`src/rtl/array_count_compare.sv`:
```
// Purpose: sequential scan of one heap array that counts how many of its first
//          min(size, NArea) elements satisfy "elem OP key" (lt/le/gt/ge/eq/ne).
// Latency: accept at cycle 0 -> done at cycle k+2 (k >= 1), or cycle 2 when k == 0 / error.
// Backpressure: none; start is accepted only in IDLE and ignored while busy or in DONE.
//
// Ports:
//   clock, reset        rising-edge clock, synchronous active-high reset
//   start               request pulse; array/size/key/mode are sampled with it
//   mem_rd_en/addr/data synchronous heap read port (data valid one cycle after en)
//   busy, done          busy from the cycle after accept until done; done is a 1-cycle pulse
//   count, error        result and error flag, held from done until the next accept

module array_count_compare #(
    parameter int MemoryElementWidth = 12,
    parameter int NArea              = 3,
    parameter int NArrays            = 1,
    parameter int Signed             = 0,
    parameter int AW                 = (NArrays * NArea > 1) ? $clog2(NArrays * NArea) : 1,
    parameter int CW                 = $clog2(NArea + 1)
) (
    input  logic                          clock,
    input  logic                          reset,
    input  logic                          start,
    input  logic [MemoryElementWidth-1:0] array,
    input  logic [MemoryElementWidth-1:0] size,
    input  logic [MemoryElementWidth-1:0] key,
    input  logic [2:0]                    mode,
    output logic                          mem_rd_en,
    output logic [AW-1:0]                 mem_rd_addr,
    input  logic [MemoryElementWidth-1:0] mem_rd_data,
    output logic                          busy,
    output logic                          done,
    output logic [CW-1:0]                 count,
    output logic                          error
);

    localparam int W  = MemoryElementWidth;
    // Working width for comparisons against integer parameters, wide enough
    // that neither the input nor the parameter is truncated.
    localparam int XW = (W > 32) ? W : 32;

    typedef enum logic [1:0] {
        S_IDLE  = 2'd0,
        S_SCAN  = 2'd1,
        S_DRAIN = 2'd2,
        S_DONE  = 2'd3
    } state_t;

    state_t          state_q, state_d;
    logic [W-1:0]    key_q, key_d;
    logic [2:0]      mode_q, mode_d;
    logic [CW-1:0]   k_q, k_d;        // clamped element count for this scan
    logic [CW-1:0]   idx_q, idx_d;    // index of the element being issued
    logic [CW-1:0]   acc_q, acc_d;
    logic            err_q, err_d;    // error pending, published at DONE
    logic            rd_vld_q, rd_vld_d;
    logic            mem_rd_en_q, mem_rd_en_d;
    logic [AW-1:0]   mem_rd_addr_q, mem_rd_addr_d;
    logic            busy_q, busy_d;
    logic            done_q, done_d;
    logic [CW-1:0]   count_q, count_d;
    logic            error_q, error_d;

    // Request decode (only meaningful in IDLE with start high).
    logic [XW-1:0]   array_x, size_x;
    logic            req_bad;
    logic [CW-1:0]   req_k;
    logic [AW-1:0]   req_base;

    always_comb begin
        array_x  = XW'(array);
        size_x   = XW'(size);
        req_bad  = (mode > 3'd5) || (array_x >= XW'(NArrays));
        req_k    = (size_x < XW'(NArea)) ? CW'(size_x) : CW'(NArea);
        req_base = AW'(array_x * XW'(NArea));
    end

    // Element-vs-key comparison. Both operands are extended by one bit so a
    // single signed compare serves both the signed and unsigned flavours.
    logic signed [W:0] elem_x, key_x;
    logic              hit;
    logic [CW-1:0]     acc_nx;

    always_comb begin
        if (Signed != 0) begin
            elem_x = {mem_rd_data[W-1], mem_rd_data};
            key_x  = {key_q[W-1], key_q};
        end else begin
            elem_x = {1'b0, mem_rd_data};
            key_x  = {1'b0, key_q};
        end
        case (mode_q)
            3'd0:    hit = (elem_x <  key_x);
            3'd1:    hit = (elem_x <= key_x);
            3'd2:    hit = (elem_x >  key_x);
            3'd3:    hit = (elem_x >= key_x);
            3'd4:    hit = (elem_x == key_x);
            3'd5:    hit = (elem_x != key_x);
            default: hit = 1'b0;
        endcase
        // Only data returned for a read we issued last cycle is counted;
        // saturation keeps the accumulator inside 0..NArea.
        acc_nx = acc_q;
        if (rd_vld_q && hit && (acc_q != CW'(NArea))) begin
            acc_nx = acc_q + CW'(1);
        end
    end

    always_comb begin
        state_d       = state_q;
        key_d         = key_q;
        mode_d        = mode_q;
        k_d           = k_q;
        idx_d         = idx_q;
        acc_d         = acc_q;
        err_d         = err_q;
        rd_vld_d      = mem_rd_en_q;
        mem_rd_en_d   = mem_rd_en_q;
        mem_rd_addr_d = mem_rd_addr_q;
        busy_d        = busy_q;
        done_d        = 1'b0;
        count_d       = count_q;
        error_d       = error_q;

        case (state_q)
            S_IDLE: begin
                if (start) begin
                    key_d   = key;
                    mode_d  = mode;
                    k_d     = req_k;
                    idx_d   = '0;
                    acc_d   = '0;
                    error_d = 1'b0;
                    busy_d  = 1'b1;
                    err_d   = req_bad;
                    // Empty or illegal requests pass through DRAIN with no
                    // read outstanding so they finish on the same cycle-2 timeline.
                    if (req_bad || (req_k == '0)) begin
                        state_d = S_DRAIN;
                    end else begin
                        state_d       = S_SCAN;
                        mem_rd_en_d   = 1'b1;
                        mem_rd_addr_d = req_base;
                    end
                end
            end
            S_SCAN: begin
                acc_d = acc_nx;
                if (idx_q == (k_q - CW'(1))) begin
                    state_d     = S_DRAIN;
                    mem_rd_en_d = 1'b0;
                end else begin
                    idx_d         = idx_q + CW'(1);
                    mem_rd_addr_d = mem_rd_addr_q + AW'(1);
                end
            end
            S_DRAIN: begin
                acc_d   = acc_nx;
                count_d = acc_nx;
                error_d = err_q;
                done_d  = 1'b1;
                busy_d  = 1'b0;
                state_d = S_DONE;
            end
            S_DONE: begin
                state_d = S_IDLE;
            end
            default: begin
                state_d = S_IDLE;
            end
        endcase
    end

    always_ff @(posedge clock) begin
        if (reset) begin
            state_q       <= S_IDLE;
            key_q         <= '0;
            mode_q        <= '0;
            k_q           <= '0;
            idx_q         <= '0;
            acc_q         <= '0;
            err_q         <= 1'b0;
            rd_vld_q      <= 1'b0;
            mem_rd_en_q   <= 1'b0;
            mem_rd_addr_q <= '0;
            busy_q        <= 1'b0;
            done_q        <= 1'b0;
            count_q       <= '0;
            error_q       <= 1'b0;
        end else begin
            state_q       <= state_d;
            key_q         <= key_d;
            mode_q        <= mode_d;
            k_q           <= k_d;
            idx_q         <= idx_d;
            acc_q         <= acc_d;
            err_q         <= err_d;
            rd_vld_q      <= rd_vld_d;
            mem_rd_en_q   <= mem_rd_en_d;
            mem_rd_addr_q <= mem_rd_addr_d;
            busy_q        <= busy_d;
            done_q        <= done_d;
            count_q       <= count_d;
            error_q       <= error_d;
        end
    end

    assign mem_rd_en   = mem_rd_en_q;
    assign mem_rd_addr = mem_rd_addr_q;
    assign busy        = busy_q;
    assign done        = done_q;
    assign count       = count_q;
    assign error       = error_q;

endmodule

```
`config.mk`:
```
export PLATFORM = sky130hd
export DESIGN_NAME = array_count_compare
export DESIGN_NICKNAME = d
export VERILOG_FILES = /design/src/rtl/array_count_compare.sv
export SDC_FILE = /design/constraint.sdc
export NUM_CORES = 1
export LEC_CHECK = 0
export CAP_MARGIN = 0
export CORE_MARGIN = 8
export CORE_UTILIZATION = 25
export DETAILED_ROUTE_END_ITERATION = 12
export PLACE_DENSITY = 0.48
export SYNTH_ARGS = -nofsm -noshare
export SYNTH_HDL_FRONTEND = slang
export SYNTH_SLANG_ARGS = --single-unit
```
`constraint.sdc`:
```
create_clock -name clock -period 2.9 [get_ports clock]
set_input_delay 0.29 -clock clock [delete_from_list [all_inputs] [get_ports clock]]
set_output_delay 0.29 -clock clock [all_outputs]
set_load 0.02 [all_outputs]
```
==> results.md, run 1 <==
- Flop pwr share: 0.315
- Most common cell in the netlist: nand2_1
- Overflow after GRT: 0
- ANT cells: 0
- Io pins: 62
- Share of post-route cells with drive strength above 1: 0.0728
- Required time of the critical path: 3.05 ns
- Setup Buffers After CTS: 0
- CTS-repair resized insts: 0
- Top post-synthesis cells by area: dfxtp_1, ha_1, nand2_1
- Critical path capture point type: flip-flop
- Initial core utilization: 0.254
- CTS H-tree depth: 2
- Sequential fraction of the synthesis area: 0.342
- Crit path time final: about 2.5 ns
- Final wirelength: roughly 5 mm
- Final setup violating endpoints: 0
- Multi-input logic area: about 1200 µm²
- Worst-skew pair later-pin latency: around 0.29 ns
- Cell taking the most area after synthesis: dfxtp_1
- Final Skew: between 0.006 and 0.007 ns
- Gr usage total: 0.0973
- Dpl hpwl: between 4 and 5 mm
- Top post-synthesis cells by count: nand2_1, dfxtp_1, a21oi_1
- Vias: about 1,800
- Width of the die: 104 µm
- Gp weighted congestion: 0.736
- Reg area: approximately 660 µm²
- Max FO, Critical Path: 5
- Worst Setup Start Kind: input port
- Syn_nets: 313
- Core area: around 7600 µm²
- Drt drc: 0
- Place WS: approximately 0.060 ns
- Clock power frac: 0.270
- Filler cell count: slightly above 800
- Fin crit share: 0.864
- # hold bufs at CTS: 0
- Synth unique cells: between 40 and 50
- Vias in the first global route: 1,851
- Post-Syn Area: just under 2000 µm²
- Gate Count Post-Synth: 240
- Die height: between 100 and 150 µm
- CTS Root Cell: clkbuf_8
- Routed vias/inst: ~4.5
- Yosys warning count: 0
- Comb pwr share: 0.415
- ANT nets after route: 0
- Status: finished clean
- First-pass GRT wire length: between 8 and 9 mm
- Synth Area per Inst: about 8.1 µm²
- GR met1 Demand/Resource: 0.120
- DIE AREA: 10,800 µm²
- DR pass1 iterations: 4
- Iteration-0 DRC Markers: 74
- Unrepaired setup endpoints after global routing: no
- Syn-to-layout area delta: 44.1%
- CTS buffer count: 5
- Clock Tree Buf Depth: 2
- Met2 Use GR: 0.151
- TritonCTS clock tree: built
- Final setup TNS: 0 ns
- Kind of critical path: in -> reg
- Placed instance area: ~2700 µm²
- Pin count of the biggest net entering global routing: 20
- Initial antenna violation count: 0
- Busiest grt layer: met2
- Clock Sinks: 33
- Slew headroom: 0.504
- Pins Over Slew Limit: 0
- Max-Cap Viols: 0
- PD cells: just under 700 nW/µm²
- Worst endpoint data arrival time: 2.65 ns
- Highest Clock Rate: between 300 and 400 MHz
- Post-layout net count: 374
- Finished Cell Area: ~2800 µm²
- Design Power: just under 2 mW
- Yosys reg bits: 33
- Leakage: roughly 1.0 nW
- GRT met3 Usage: 0.0341
- Share of Yosys cell area claimed by the top area cell type: 0.342
- IO buf count: 61
- Detail-routed net length per standard cell: about 13 µm
- Worst slew pin tran: around 0.74 ns
- Clk slew on worst S/H paths: 0.07 ns
- Hold slack: 0.456 ns
- Peak supply drop: about 180 µV
- Hold WC Path Type: reg -> reg
- Cell Rows: 32
- Setup ws final: between 0.3 and 0.4 ns
- Final hold viol count: 0
- Hold Crit Depth: 2
- Sw power: about 0.69 mW
- Switching Fraction: 0.356
- Pint: between 1 and 1.5 mW
- Reg2reg path depth: 9
- Number of enable flip-flop cells after synthesis: 0
- Post-synth top flop: dfxtp_1
- Fraction of registers with async set/reset: 0
## final timing paths
check,startpoint,to,slack (ns)
worst max-delay path,mem_rd_data[10],count[1],0.39
worst min-delay path,key_q[6],key_q[6],0.46
worst max register to register,key_q[10],count[1],0.45
worst min register to register,key_q[6],key_q[6],0.46
## critical path: stages
cell             delay, ns
clkdlybuf4s50_1       0.41
ha_1                  0.33
nand4_2               0.18
or3_4                 0.43
a311oi_2              0.30
inv_2                 0.07
o311ai_4              0.31
mux2i_1               0.25
a211oi_2              0.08
## stage by stage
step / util / instances
floorplan: - / 240
global placement: 0.349 / 396
detailed placement: 0.349 / 396
CTS: 0.366 / 404
global route: 0.366 / 404
finish: 0.366 / 404
## final cells by class
class,count,area share
clock buffer,5,0.0247
clock inverter,3,0.0233
inverter,22,0.0296
multi-input combinational,176,0.415
sequential,33,0.237
tap,102,0.0458
timing repair buffer,63,0.225
## registers in the layout, summed over array words and instances, names as in the netlist
register / count
error: 1
mem_rd_addr: 2
busy: 1
key_q: 12
rd_vld_q: 1
k_q: 2
mode_q: 3
idx_q: 2
err_q: 1
count: 2
state_q: 2
done: 1
acc_q: 2
mem_rd_en: 1
## placed cells by master, fill, tap and decap left out, types with 3 or more instances in the layout
cell and instances:
clkdlybuf4s50_1 61, nand2_1 43, dfxtp_1 33, a21oi_1 28, inv_1 21, ha_1 19, nor2_1 15, nor2b_1 7
nor4_1 6, clkbuf_8 5, nand2b_1 4, o21ai_0 4, o211ai_1 3, a211oi_1 3, nand4_2 3, nand3_1 3
## routing by layer
| layer | vias up | share of wire |
|---|---|---|
| met5 | - | 0 |
| met4 | 0 | 0.017 |
| met3 | 7 | 0.071 |
| met2 | 49 | 0.44 |
| met1 | 810 | 0.47 |
| li1 | 956 | - |
## power by group through the flow
stage                     sequential, mW  combinational (mW)  clock, mW
after floorplan                    0.640               0.517          0
after global placement             0.617               0.815          0
after detailed placement           0.619               0.814          0
after CTS                          0.611               0.817      0.538
after global routing               0.623               0.909      0.555
final                              0.609               0.802      0.523
## cells by family (layout without fill, tap and decap cells)
kind of cell    after synthesis  after routing  synth area share
compound gates               55             55             0.193
xor+xnor                      2              2           0.00906
fa+ha+maj                    19             19             0.123
buf+inv                      31             93            0.0602
flops                        33             33             0.342
mux                           3              3            0.0162
simple gates                 97             97             0.257
Power figures use the tool's default switching activity.
==> run 2, diff against run 1 <==
- SKIP_LAST_GASP: not set -> 1
==> results of run 2 <==
Final layout, timing and power as in run 1 (identical DEF).
==> run 3, diff against run 2 <==
- DONT_BUFFER_PORTS: not set -> 1
- PLACE_DENSITY: 0.48 -> 0.37
==> results.md, run 3 (synthesized netlist as in run 1, its figures left out) <==
- Sw power: 0.656 mW (-4.7%)
- Kind of critical path: reg -> reg
- Design Power: 1.64 mW (-15%)
- IO buf count: 0 (-100%)
- Most frequent cells in the layout: nand2_1, dfxtp_1, a21oi_1, inv_1, ha_1
- Place WS: 0.422 ns (+0.362 ns)
- # hold bufs at CTS: 0 (unchanged)
- Biggest regs: key_q (12), mode_q (3)
- Leakage: 0.776 nW (-25%)
- Gp weighted congestion: 0.734 (-0.23%)
- Overflow after GRT: 0 (unchanged)
- Slew headroom: 0.584 (+0.0798)
- First-pass GRT wire length: 8.29 mm (-5.3%)
- Post-layout net count: 312 (-17%)
- Setup ws final: 0.454 ns (+0.0608 ns)
- Dpl hpwl: 3.87 mm (-4.9%)
- Worst endpoint data arrival time: 2.60 ns (-0.05 ns)
- Unrepaired setup endpoints after global routing: no
- Hold Crit Depth: 1 (-1)
- DR pass1 iterations: 4 (unchanged)
- Gr usage total: 0.0938 (-0.00346)
- CTS buffer count: 5 (unchanged)
- Setup Buffers After CTS: 0 (unchanged)
- Largest reg by FF count: key_q
- Comb pwr share: 0.386 (-0.029)
- Fin util: 0.279 (-0.0875)
- Clock Sinks: 33 (unchanged)
- Pint: 0.985 mW (-21%)
- CTS Root Cell: clkbuf_8
- ANT nets after route: 0 (unchanged)
- Hold WC Path Type: in -> reg
- TritonCTS clock tree: built
- WL met2: 2.18 mm (-2.6%)
- CTS-repair resized insts: 0 (unchanged)
- Metal3 WL: 283 µm (-21%)
- Reg2reg path depth: 9 (unchanged)
- Fin crit share: 0.844 (-0.0210)
- Core area: 7610 µm² (unchanged)
- Critical path capture point type: flip-flop
- Detail-routed net length per standard cell: 14.9 µm (+18%)
- Initial antenna violation count: 0 (unchanged)
- Final Skew: 0.00176 ns (-0.00454 ns)
- Final wirelength: 5.08 mm (about the same)
- Status: finished clean
- Routed vias/inst: 4.68 (+3.7%)
- Final hold viol count: 0 (unchanged)
- Initial core utilization: 0.254 (unchanged)
- Max reg flops: 12 (unchanged)
- Max-Cap Viols: 0 (unchanged)
- PD cells: 774 nW/µm² (+12%)
- Cell Rows: 32 (unchanged)
- Required time of the critical path: 3.06 ns (about the same)
- Iteration-0 DRC Markers: 69 (-6.8%)
- Hold slack: 0.0758 ns (-0.380 ns)
- ANT cells: 0 (unchanged)
- Clock power frac: 0.217 (-0.053)
- Pins Over Slew Limit: 0 (unchanged)
- Worst Setup Start Kind: flip-flop
- Filler cell count: 849 (+4.4%)
- Vias: 1,595 (-12%)
- Drt drc: 0 (unchanged)
- Highest Clock Rate: 409 MHz (+2.5%)
- Clk slew on worst S/H paths: 0.07 ns (about the same)
- Crit path time final: 2.45 ns (-0.0608 ns)
- Final setup violating endpoints: 0 (unchanged)
- Worst-skew pair later-pin latency: 0.28 ns (about the same)
- Syn-to-layout area delta: 9.71%
- Die height: 104 µm (unchanged)
- Vias in the first global route: 1,613 (-13%)
- Clock Tree Buf Depth: 2 (unchanged)
- Worst slew pin tran: 0.622 ns (-0.119 ns)
- DIE AREA: 10,800 µm² (unchanged)
- CTS H-tree depth: 2 (unchanged)
- Pin count of the biggest net entering global routing: 35 (+75%)
- Switching Fraction: 0.400 (+0.0439)
- Top layer reached by signal wires: met4
- Flop pwr share: 0.396 (+0.081)
- Peak supply drop: 198 µV (+11%)
- Max FO, Critical Path: 5 (unchanged)
- Width of the die: 104 µm (unchanged)
- Io pins: 62 (unchanged)
- Most common cell after layout, fill and taps aside: nand2_1
- Final setup TNS: 0 ns (unchanged)
- Share of post-route cells with drive strength above 1: 0.0795 (+0.00665)
- Met1 Wirelength: 2.56 mm (+6.4%)
run 3: power by group through the flow:
stage / Clock [mW] / Sequential (mW) / Combinational [mW]
after global placement: 0 / 0.660 / 0.645
after CTS: 0.380 / 0.651 / 0.647
after floorplan: 0 / 0.640 / 0.517
after detailed placement: 0 / 0.662 / 0.644
after global routing: 0.397 / 0.665 / 0.735
final: 0.357 / 0.650 / 0.634
run 3: final timing paths:
check,end,slack [ns],from
setup / recovery,count[1],0.45,key_q[10]
hold / removal,done,0.08,reset
setup reg to reg,count[1],0.45,key_q[10]
hold reg to reg,key_q[3],0.45,key_q[3]
run 3: routing by layer:
layer,up-vias,global-route usage
li1,830,-
met1,713,0.123
met2,48,0.138
met3,4,0.0316
met4,0,0.0341
met5,-,0
run 3: cell type report:
cell class,count,area (µm²),share of cell area
Tap cell,102,128,0.0602
Multi-Input combinational cell,176,1160,0.545
Clock buffer,7,86.3,0.0407
Inverter,22,82.6,0.0389
Sequential cell,33,661,0.312
Timing Repair Buffer,1,7.51,0.00354
run 3: worst max-delay path, cell delays in order, from the launching register on:
cell and delay, ns:
dfxtp_1 0.32, inv_1 0.04, ha_1 0.31, nand4_2 0.16, or3_4 0.43, a311oi_2 0.31, inv_2 0.07, o311ai_4 0.33
mux2i_1 0.26, a211oi_2 0.08
run 3: metrics by stage:
| stage | area [µm²] | std cells |
|---|---|---|
| 2_1_floorplan | 1930 | 240 |
| 3_3_place_gp | 2030 | 334 |
| 3_5_place_dp | 2030 | 334 |
| 4_1_cts | 2120 | 341 |
| 5_1_grt | 2120 | 341 |
| 6_report | 2120 | 341 |
